[config.mk]
export PLATFORM = sky130hd
export DESIGN_NAME = teclado_pin
export DESIGN_NICKNAME = d
export VERILOG_FILES = /design/src/rtl/teclado_pin.sv
export SDC_FILE = /design/constraint.sdc
export NUM_CORES = 1
export LEC_CHECK = 0
export BUFFER_PORTS_ARGS = -buffer_cell sky130_fd_sc_hd__buf_4
export CAP_MARGIN = 20
export CORE_AREA = 2 2 44 87
export CTS_CLUSTER_SIZE = 8
export DETAILED_ROUTE_END_ITERATION = 10
export DIE_AREA = 0 0 46 89
export PLACE_DENSITY = 0.73
export SYNTH_ARGS = -nofsm -noshare
export SYNTH_HDL_FRONTEND = slang
export SYNTH_SLANG_ARGS = --single-unit
[constraint.sdc]
create_clock -name clk -period 3.7 [get_ports clk]
set_input_delay 0 -clock clk [delete_from_list [all_inputs] [get_ports clk]]
set_output_delay 0 -clock clk [all_outputs]
set_load 0.01 [all_outputs]
[src/rtl/teclado_pin.sv]
// 4x4 matrix-keypad scanner with column synchronizer, press/release debounce and digit strobe.
// Optional 4-digit limit on emitted strobes when TECLADO_LIMITE_DIGITOS_EN is defined.
module teclado_pin #(
    parameter int SCAN_DIV        = 4,
    parameter int DEBOUNCE_CICLOS = 8
) (
    input  logic       clk,
    input  logic       reset,
    input  logic       tarjeta_recibida,
    input  logic [3:0] columnas,
    output logic [3:0] filas,
    output logic       digito_stb,
    output logic [3:0] digito,
    output logic       tecla_presionada,
    output logic       pin_completo
);

    localparam int DIV_W = (SCAN_DIV > 1) ? $clog2(SCAN_DIV) : 1;
    localparam int DEB_W = $clog2(DEBOUNCE_CICLOS + 1);

    typedef enum logic [1:0] {
        REPOSO    = 2'd0,
        ESCANEO   = 2'd1,
        VALIDANDO = 2'd2,
        SOLTAR    = 2'd3
    } estado_t;

    estado_t          estado_r;
    logic [3:0]       col_m_r;
    logic [3:0]       col_s_r;
    logic [1:0]       fila_r;
    logic [3:0]       filas_r;
    logic [3:0]       col_lat_r;
    logic [DIV_W-1:0] div_cnt_r;
    logic [DEB_W-1:0] deb_cnt_r;
    logic             digito_stb_r;
    logic [3:0]       digito_r;
    logic             tecla_r;
    logic [4:0]       tecla_info_s;
    logic             bloqueo_s;

    function automatic logic una_baja(input logic [3:0] c);
        logic [3:0] b;
        b = ~c;
        return (b != 4'd0) && ((b & (b - 4'd1)) == 4'd0);
    endfunction

    function automatic logic [1:0] col_idx(input logic [3:0] c);
        logic [1:0] idx;
        case (c)
            4'b1110: idx = 2'd0;
            4'b1101: idx = 2'd1;
            4'b1011: idx = 2'd2;
            4'b0111: idx = 2'd3;
            default: idx = 2'd0;
        endcase
        return idx;
    endfunction

    // Returns {is_digit, value} for a (row, column) keypad position.
    function automatic logic [4:0] tecla_dig(input logic [1:0] f, input logic [1:0] c);
        logic [4:0] r;
        case ({f, c})
            4'b00_00: r = 5'b1_0001;
            4'b00_01: r = 5'b1_0010;
            4'b00_10: r = 5'b1_0011;
            4'b01_00: r = 5'b1_0100;
            4'b01_01: r = 5'b1_0101;
            4'b01_10: r = 5'b1_0110;
            4'b10_00: r = 5'b1_0111;
            4'b10_01: r = 5'b1_1000;
            4'b10_10: r = 5'b1_1001;
            4'b11_01: r = 5'b1_0000;
            default:  r = 5'b0_0000;
        endcase
        return r;
    endfunction

    function automatic logic [3:0] fila_drive(input logic [1:0] f);
        logic [3:0] one;
        one = 4'b0001 << f;
        return ~one;
    endfunction

    // Decode of the latched key used at the moment the debounce completes.
    always_comb begin
        tecla_info_s = tecla_dig(fila_r, col_idx(col_lat_r));
    end

    // Two-flop synchronizer for the asynchronous column lines.
    always_ff @(posedge clk or negedge reset) begin
        if (!reset) begin
            col_m_r <= 4'b1111;
            col_s_r <= 4'b1111;
        end else begin
            col_m_r <= columnas;
            col_s_r <= col_m_r;
        end
    end

    // Scan / validate / release state machine with registered outputs.
    always_ff @(posedge clk or negedge reset) begin
        if (!reset) begin
            estado_r     <= REPOSO;
            fila_r       <= 2'd0;
            filas_r      <= 4'b1111;
            col_lat_r    <= 4'b1111;
            div_cnt_r    <= '0;
            deb_cnt_r    <= '0;
            digito_stb_r <= 1'b0;
            digito_r     <= 4'd0;
            tecla_r      <= 1'b0;
        end else if (!tarjeta_recibida) begin
            estado_r     <= REPOSO;
            fila_r       <= 2'd0;
            filas_r      <= 4'b1111;
            div_cnt_r    <= '0;
            deb_cnt_r    <= '0;
            digito_stb_r <= 1'b0;
            tecla_r      <= 1'b0;
        end else begin
            digito_stb_r <= 1'b0;
            case (estado_r)
                REPOSO: begin
                    estado_r  <= ESCANEO;
                    fila_r    <= 2'd0;
                    filas_r   <= fila_drive(2'd0);
                    div_cnt_r <= '0;
                end
                ESCANEO: begin
                    if (div_cnt_r == DIV_W'(SCAN_DIV - 1)) begin
                        div_cnt_r <= '0;
                        if (una_baja(col_s_r)) begin
                            col_lat_r <= col_s_r;
                            deb_cnt_r <= '0;
                            estado_r  <= VALIDANDO;
                        end else begin
                            fila_r  <= fila_r + 2'd1;
                            filas_r <= fila_drive(fila_r + 2'd1);
                        end
                    end else begin
                        div_cnt_r <= div_cnt_r + DIV_W'(1);
                    end
                end
                VALIDANDO: begin
                    if (col_s_r == col_lat_r) begin
                        if (deb_cnt_r == DEB_W'(DEBOUNCE_CICLOS - 1)) begin
                            tecla_r   <= 1'b1;
                            deb_cnt_r <= '0;
                            estado_r  <= SOLTAR;
                            if (tecla_info_s[4] && !bloqueo_s) begin
                                digito_r     <= tecla_info_s[3:0];
                                digito_stb_r <= 1'b1;
                            end
                        end else begin
                            deb_cnt_r <= deb_cnt_r + DEB_W'(1);
                        end
                    end else begin
                        estado_r  <= ESCANEO;
                        div_cnt_r <= '0;
                        fila_r    <= fila_r + 2'd1;
                        filas_r   <= fila_drive(fila_r + 2'd1);
                    end
                end
                SOLTAR: begin
                    if (col_s_r == 4'b1111) begin
                        if (deb_cnt_r == DEB_W'(DEBOUNCE_CICLOS - 1)) begin
                            tecla_r   <= 1'b0;
                            deb_cnt_r <= '0;
                            div_cnt_r <= '0;
                            estado_r  <= ESCANEO;
                            fila_r    <= fila_r + 2'd1;
                            filas_r   <= fila_drive(fila_r + 2'd1);
                        end else begin
                            deb_cnt_r <= deb_cnt_r + DEB_W'(1);
                        end
                    end else begin
                        deb_cnt_r <= '0;
                    end
                end
                default: begin
                    estado_r <= REPOSO;
                    filas_r  <= 4'b1111;
                    tecla_r  <= 1'b0;
                end
            endcase
        end
    end

`ifdef TECLADO_LIMITE_DIGITOS_EN
    logic [2:0] cnt_dig_r;
    logic       pin_completo_r;

    // Counts emitted strobes; the flag follows the fourth one by a cycle.
    always_ff @(posedge clk or negedge reset) begin
        if (!reset) begin
            cnt_dig_r      <= 3'd0;
            pin_completo_r <= 1'b0;
        end else if (!tarjeta_recibida) begin
            cnt_dig_r      <= 3'd0;
            pin_completo_r <= 1'b0;
        end else if (digito_stb_r) begin
            cnt_dig_r <= cnt_dig_r + 3'd1;
            if (cnt_dig_r == 3'd3) begin
                pin_completo_r <= 1'b1;
            end
        end
    end

    assign bloqueo_s    = pin_completo_r;
    assign pin_completo = pin_completo_r;
`else
    assign bloqueo_s    = 1'b0;
    assign pin_completo = 1'b0;
`endif

    assign filas            = filas_r;
    assign digito_stb       = digito_stb_r;
    assign digito           = digito_r;
    assign tecla_presionada = tecla_r;

endmodule

==> run metrics, run 1 <==
share of layout cells above drive strength 1=33.15%; post-synthesis register bit count=32; drt pass-1 iters=4; Horiz. Die Dim=46 microns; Crit Path Class=reg2reg; Place WS=1.680 ns; DRC Markers=0; CTS resizes=0; initial DRC count=40; CP startpoint=deb_cnt_r[0]; min Tclk post-route=2.018 ns; worst reg2reg path depth=6; Nets=205; chip height=89 microns; crit-path max FO=6; total wire length=3.260 mm; RSZ-0062 raised after global routing=no; Hold Violations, Final=0; Final Worst Setup Slack=1.682 ns; maxcap violations=0; sequential area share after synthesis=44.96%; power per cell area=387.9 nW/um^2; Leak=1.009 nW; Max Buffers Root-to-Sink=2; crit path DAT=2.23 ns; DRT antenna net count=0; dpl cell area=1958 sq um; Async SR Flop Fraction=100.0%; Final Power=0.0008260 W; fin crit share=54.53%; DP Wirelength=2.569 mm; vias post-DR=1268; Req. time, crit path=3.91 ns; initial antenna violation count=0; final instance area=2130 sq um; commonest non-fill, non-tap cells in the layout=16 x nand2_1, 16 x dfstp_2, 16 x dfrtp_1, 16 x buf_4, 15 x ha_1; Main synth FF type=dfstp_2; vias in the first global route=1290; CTS H-tree lvls=2; Fmax=495.7 MHz; RD Place Congestion=0.7911; worst r2r dst=filas[0]; Cells after Synth=160; clk_lat worst skew=0.29 ns; Die ar.=4094 sq um; CTS tree=yes; VDD IR-drop max=0.3651 mV; Max Clock Skew=0.009080 ns; Final setup viols=0; clock slew at reported path FFs=0.06 ns; largest net degree at the start of global routing=33; total gr overflow=0; cell area after synthesis=1826 sq um; first-pass GRT wire length=5.499 mm; I/O Pins=18; WL/cell=15.09 microns; R2R setup slack=1.68 ns; ANT cells=0; Post-synth EDFFs=0; vias per inst=5.870; Num CTS Buffers=5; Row Count=30; Hold WC Path Type=in2reg; Root Driver=clkbuf_8; worst reg2reg path startpoint=deb_cnt_r[0]; Syn. warnings=0; Post-Route Setup TNS=0 ns; status=complete, no violations; global-route usage over all layers=18.40%; CTS sink cnt=32; Core Region=3378 sq um; Critical path destination=filas[0]; Avg Inst Size Synth=11.41 sq um; Initial Util=54.04%; synth unique cells=48; Synth Net Count=182; Setup crit end kind=register; Slew Limit Fails=0; Finished Core Util=63.04%; startpoint types=register; Post-CTS Setup Inserts=0; Area growth syn-to-layout=16.66%; Port Buffers=16
-- registers in the layout, summed over array words and instances, names as in the netlist --
signal and flops:
filas 4, tecla_presionada 1, col_lat_r 4, deb_cnt_r 4
digito_stb 1, div_cnt_r 2, fila_r 2, col_s_r 4
digito 4, estado_r 2, col_m_r 4
-- routing by layer --
layer / up-vias / routed length (microns) / GRT usage, %
met5: - / 0 / 0
met4: 0 / 63 / 8.312
met3: 7 / 83 / 3.636
met2: 18 / 1934 / 35.35
met1: 635 / 1179 / 17.18
li1: 608 / - / -
-- per-stage QoR --
stage	hold WS (ns)	cells
2_1_floorplan	-0.2956	160
3_3_place_gp	-0.05332	203
3_5_place_dp	-0.04714	203
4_1_cts	0.06859	216
5_1_grt	0.07725	216
6_report	0.07137	216
-- area by class of cell --
| cell class | instances | area, sq um |
|---|---|---|
| multi-input cells | 114 | 943.4 |
| clock buffers | 8 | 121.4 |
| flip-flops and latches | 32 | 820.8 |
| fillers | 266 | 1249 |
| well taps | 32 | 40.04 |
| repair buffers | 21 | 170.2 |
| inverters | 9 | 33.78 |
-- what timing repair did --
item / CTS / global route
endpoints found under the hold margin: 36 / 0
endpoints found under the setup margin: 0 / 0
hold buffers: 5 / 0
-- critical path, cell delays in order (launching register included) --
cell and delay (ns):
dfrtp_1 0.40, ha_1 0.28, nand3b_4 0.13, o311ai_4 0.32
o21ai_2 0.16, a31oi_4 0.32, mux2_4 0.34
-- kinds of logic after synthesis --
group	share of synthesized area (%)
and+or+nand+nor	12.48
DFF	44.96
AOI/OAI and AO/OA	13.78
muxes	11.58
adders and majority gates	10.28
buffers and inverters	3.359
xor gates and xnor gates	3.359
other	0.2054
-- where the power goes --
part	switching, W	total (W)	internal [W]
Sequential	0.0000154	0.000388	0.000372
Clock	0.000126	0.000336	0.000210
Combinational	0.0000542	0.000102	0.0000478
-- synth_stat cells (2+ instances only) --
cell	number	area, sq um
nand4b_1	2	17.52
buf_2	4	20.02
xnor2_1	6	52.55
nand2b_1	2	12.51
nor2_1	7	26.28
inv_1	9	33.78
ha_1	15	187.7
dfstp_2	16	420.4
nor2b_1	2	12.51
a21oi_1	5	25.02
mux2_2	9	101.4
o21ai_0	7	35.03
dfrtp_1	16	400.4
nand3_1	4	20.02
mux2i_1	5	50.05
mux2_4	4	60.06
nand2_1	16	60.06
-- worst min path at each step --
stage,cells past startpoint,end,start
6_report,3,estado_r[0],tarjeta_recibida
5_1_grt,3,estado_r[0],tarjeta_recibida
4_1_cts,3,estado_r[0],tarjeta_recibida
3_5_place_dp,1,digito[2],reset
3_3_place_gp,1,digito[2],reset
2_1_floorplan,0,deb_cnt_r[0],reset
Note: power is estimated with default switching activity, not from simulation.
==> inputs of run 2 (changes only) <==
ABC_AREA = 1   (was default)
CORE_AREA = 2 2 45 89   (was 2 2 44 87)
DIE_AREA = 0 0 47 91   (was 0 0 46 89)
PLACE_DENSITY = 0.72   (was 0.73)
clock period = 1.93 ns   (was 3.7 ns; I/O delays follow)
==> run 2 against run 1 <==
Utilization decreased by 0.064 points. Wire length up 17%. Combinational power rose to 5.2 times the previous value. Worst hold slack worse by 0.024 ns. Setup slack worse by 1.5 ns.
==> run metrics, run 2 <==
status=complete, no violations; first-pass GRT wire length=6.575 mm; WL/cell=12.13 microns; Area growth syn-to-layout=18.55%; ANT cells=0; Hold WC Path Type=in2reg; global-route usage over all layers=21.05%; Leak=1.117 nW; top cells by area, synth=dfstp_2 22%, dfrtp_1 21%, nand2_1 15%; Max Clock Skew=0.008976 ns; final hold slack=0.04734 ns; min Tclk post-route=1.791 ns; Max Buffers Root-to-Sink=2; crit-path max FO=6; vias per inst=4.990; Num CTS Buffers=5; fin crit share=92.80%; CTS tree=yes; Fmax=558.4 MHz; power per cell area=936.3 nW/um^2; share of the synthesized area in the top cell type=22.18%; Cells after Synth=239; # fillers=330; post-synth top area cell=dfstp_2; drt pass-1 iters=4; clk_lat worst skew=0.29 ns; Crit Path Class=reg2reg; Final setup viols=0; Async SR Flop Fraction=100.0%; Die ar.=4277 sq um; CTS sink cnt=32; vias post-DR=1567; Initial Util=53.12%; CTS H-tree lvls=2; Req. time, crit path=2.11 ns; Synth top cells by count=78 x nand2_1, 25 x inv_1, 20 x nor2_1; most common cell after layout, fill and taps aside=nand2_1; maxcap violations=0; Avg Inst Size Synth=7.931 sq um; DRT antenna net count=0; I/O Pins=18; total wire length=3.808 mm; synth unique cells=32; post-synthesis register bit count=32; Main synth FF type=dfstp_2; Synth Net Count=261; Final Power=0.002104 W; initial DRC count=26; most frequent cell after synthesis=nand2_1; DRC Markers=0; Setup crit end kind=register; cell area after synthesis=1896 sq um; DP Wirelength=2.816 mm; Core Region=3568 sq um; Row Count=31; Hold Violations, Final=0; Horiz. Die Dim=47 microns; Post-CTS Setup Inserts=0; Root Driver=clkbuf_8; share of layout cells above drive strength 1=23.40%; commonest non-fill, non-tap cells in the layout=77 x nand2_1, 25 x inv_1, 20 x nor2_1; Post-synth EDFFs=0; largest net degree at the start of global routing=33; chip height=91 microns; Nets=286; VDD IR-drop max=0.6886 mV; Slew Limit Fails=0; Syn. warnings=0; clock slew at reported path FFs=0.07 ns; Port Buffers=16; crit path DAT=1.97 ns; RD Place Congestion=0.8672; total gr overflow=0; startpoint types=register; sequential area share after synthesis=43.30%; initial antenna violation count=0; vias in the first global route=1595
run 2: area by class of cell:
type / instances / area (sq um) / area share [%]
inverter: 28 / 105.1 / 4.677
clock buffer: 7 / 96.34 / 4.287
multi-input combinational: 176 / 963.4 / 42.87
clock inverter: 1 / 30.03 / 1.336
sequential: 32 / 820.8 / 36.53
timing repair buffer: 21 / 170.2 / 7.572
tap: 49 / 61.31 / 2.728
run 2: report_power, final:
| group | total [W] | leakage, nW | internal [W] | switching, W |
|---|---|---|---|---|
| logic | 0.000530 | 0.666 | 0.000210 | 0.000321 |
| clock network | 0.000707 | 0.0645 | 0.000455 | 0.000252 |
| registers | 0.000867 | 0.386 | 0.000786 | 0.0000809 |
| total | 0.00210 | 1.12 | 0.00145 | 0.000653 |
run 2: kinds of logic (layout without fill, tap and decap cells):
family | Yosys count | in the layout | synth area share (%)
AOI/OAI and AO/OA | 25 | 25 | 7.459
DFF | 32 | 32 | 43.30
xor gates and xnor gates | 1 | 1 | 0.4621
adders and majority gates | 15 | 15 | 9.901
other | 1 | 1 | 0.1978
buffers and inverters | 31 | 57 | 6.733
and+or+nand+nor | 134 | 134 | 31.95
run 2: layer usage:
layer  global-route usage [%]  routed length (microns)
met1                    19.74                     1361
met4                    12.27                      144
met2                    37.56                     2192
met3                    4.573                      109
met5                        0                        0
run 2: critical path, cell delays in order, from the launching register on:
cell	delay (ns)
dfstp_2	0.60
nand2_1	0.07
inv_1	0.09
nand3_1	0.11
and2_4	0.17
inv_1	0.10
ha_2	0.20
a21oi_2	0.06
nand2_2	0.12
nor2_4	0.06
nand2_1	0.06
nand2_1	0.04
run 2: metrics by stage:
stage	setup slack (ns)	cell area [sq um]	TNS [ns]	utilization [%]	std cells
2_1_floorplan	0.2536	1896	0	-	239
3_3_place_gp	0.1513	2054	0	57.57	301
3_5_place_dp	0.09221	2054	0	57.57	301
4_1_cts	0.006928	2231	0	62.52	314
5_1_grt	-0.0006239	2247	-0.0006239	62.97	314
6_report	0.1390	2247	0	62.97	314
run 2: timing repair:
action                                  4_1_cts  5_1_grt
resized for setup                             0        6
endpoints found under the hold margin        36        0
endpoints found under the setup margin        0        4
hold buffers                                  5        0
run 2: worst paths after layout:
kind / startpoint / end / slack (ns) / cells past startpoint
max: col_lat_r[2] / digito[3] / 0.14 / 11
min: tarjeta_recibida / filas[0] / 0.05 / 4
max reg2reg: col_lat_r[2] / digito[3] / 0.14 / 11
min reg2reg: col_m_r[0] / col_s_r[0] / 0.36 / 0
max in group asynchronous: reset / col_s_r[2] / 1.42 / 2
min in group asynchronous: reset / digito_stb / 0.17 / 2
==> inputs of run 3 (changes only) <==
ABC_AREA = default   (was 1)
CORE_AREA = 2 2 44 87   (was 2 2 45 89)
DIE_AREA = 0 0 46 89   (was 0 0 47 91)
PLACE_DENSITY = 0.73   (was 0.72)
clock period = 1.65 ns   (was 1.93 ns; I/O delays follow)
==> run 3 against run 2 <==
The run now ends with setup timing left. Global-route usage increased by 2.6 points. Combinational power decreased by 30%. Sequential share of layout area decreased by 6.0 points. Total power decreased by 11%. First-iteration DRC count decreased by 23%. Sequential power about the same. Critical endpoint is now filas[1]. Largest cell class unchanged. Largest power group unchanged. Highest routed layer unchanged.
==> run metrics, run 3 (same netlist as run 1, synthesis figures left out) <==
initial antenna violation count=0; Slew Limit Fails=0; Die ar.=4094 sq um; Horiz. Die Dim=46 microns; worst-path cell chain=xnor2_1 > o211ai_1 > or2_1 > a31oi_4 > buf_12 > mux2_4; maxcap violations=0; Finished Core Util=79.48%; commonest non-fill, non-tap cells in the layout=51 x buf_4, 16 x dfstp_2, 16 x dfrtp_1; total wire length=4.490 mm; delay-heaviest family, CP=flip-flops; most common cell after layout, fill and taps aside=buf_4; Req. time, crit path=1.86 ns; clock slew at reported path FFs=0.06 ns; fin crit share=115.4%; CTS tree=yes; RSZ-0062 raised after global routing=yes; Nets=248; final instance area=2685 sq um; ANT cells=0; Root Driver=clkbuf_8; final hold slack=0.06715 ns; startpoint types=register; status=complete, but fails checks; Initial Util=54.04%; Row Count=30; DRT antenna net count=0; critical path's largest stage delay=0.62 ns; clk_lat worst skew=0.29 ns; first-pass GRT wire length=6.858 mm; Max Clock Skew=0.007676 ns; VDD IR-drop max=0.5688 mV; crit-path max FO=6; Port Buffers=16; Core Region=3378 sq um; min Tclk post-route=1.904 ns; WL/cell=17.34 microns; power per cell area=694.2 nW/um^2; Worst path slowest cell=dfstp_2; Crit Path Class=reg2reg; Place WS=-0.2387 ns; Hold WC Path Type=in2reg; vias post-DR=1485; Area growth syn-to-layout=47.09%; drt pass-1 iters=4; initial DRC count=20; Hold Violations, Final=0; Num CTS Buffers=5; largest net degree at the start of global routing=33; share of layout cells above drive strength 1=59.03%; Setup crit end kind=register; vias per inst=5.734; Final Worst Setup Slack=-0.2539 ns; crit path DAT=2.12 ns; DRC Markers=0; RD Place Congestion=0.8037; Leak=1.269 nW; Final setup viols=23; vias in the first global route=1541; dpl cell area=2245 sq um; I/O Pins=18; failing checks=setup timing; CTS sink cnt=32; Fmax=525.2 MHz; global-route usage over all layers=23.67%; DP Wirelength=2.993 mm; chip height=89 microns; CTS H-tree lvls=2; # fillers=219; total gr overflow=0; Max Buffers Root-to-Sink=2; CP bufs+invs=1
run 3: through the flow:
step	setup TNS [ns]	power, W	cells
final	-3.852	0.001864	259
after floorplan	-1.080	0.001042	160
after detailed placement	-3.898	0.001160	230
after CTS	-3.476	0.001835	251
after global placement	-2.751	0.001144	230
after global routing	-5.821	0.001951	259
run 3: repair_timing:
action | 4_1_cts | 5_1_grt
gates resized for setup | 30 | 10
setup buffers | 9 | 8
hold endpoints to repair | 36 | 0
hold buffers | 5 | 0
pin swaps | 15 | 7
setup endpoints to repair | 22 | 24
run 3: report_power, final:
group	switching (W)	internal, W	total [W]
combinational	0.000178	0.000195	0.000373
sequential	0.0000322	0.000835	0.000868
clock	0.000291	0.000332	0.000623
run 3: worst register-to-register path, delay by kind of cell, from the launching register on:
kind                   cells  cell delay (ns)
XOR/XNOR                   1             0.15
multiplexers               1             0.30
buffers and inverters      1             0.14
flip-flops                 1             0.62
AND/OR/NAND/NOR            1             0.29
AO/OA/AOI/OAI              2             0.33
run 3: final timing paths:
kind	start	cells past startpoint	endpoint	slack, ns
worst max-delay path	col_s_r[3]	6	filas[1]	-0.25
worst min-delay path	tarjeta_recibida	2	tecla_presionada	0.07
worst max register to register	col_s_r[3]	6	filas[1]	-0.25
worst min register to register	col_m_r[2]	0	col_s_r[2]	0.36
max in group asynchronous	reset	2	filas[1]	1.15
min in group asynchronous	reset	2	digito_stb	0.17
run 3: per-layer routing:
layer  part of all wire [%]  global-route usage, %  vias to the layer above
li1                       -                      -                      694
met1                     34                  21.37                      749
met2                     60                  45.83                       28
met3                    2.2                  4.242                       14
met4                    3.5                  11.95                        0
met5                      0                      0                        -
run 3: layout make-up:
type	count	area, sq um	area share, %
Timing Repair Buffer	64	531.8	19.80
Tap cell	32	40.04	1.491
Sequential cell	32	820.8	30.57
Inverter	9	33.78	1.258
Clock buffer	6	82.58	3.075
Clock inverter	2	10.01	0.3728
Multi-Input combinational cell	114	1166	43.43
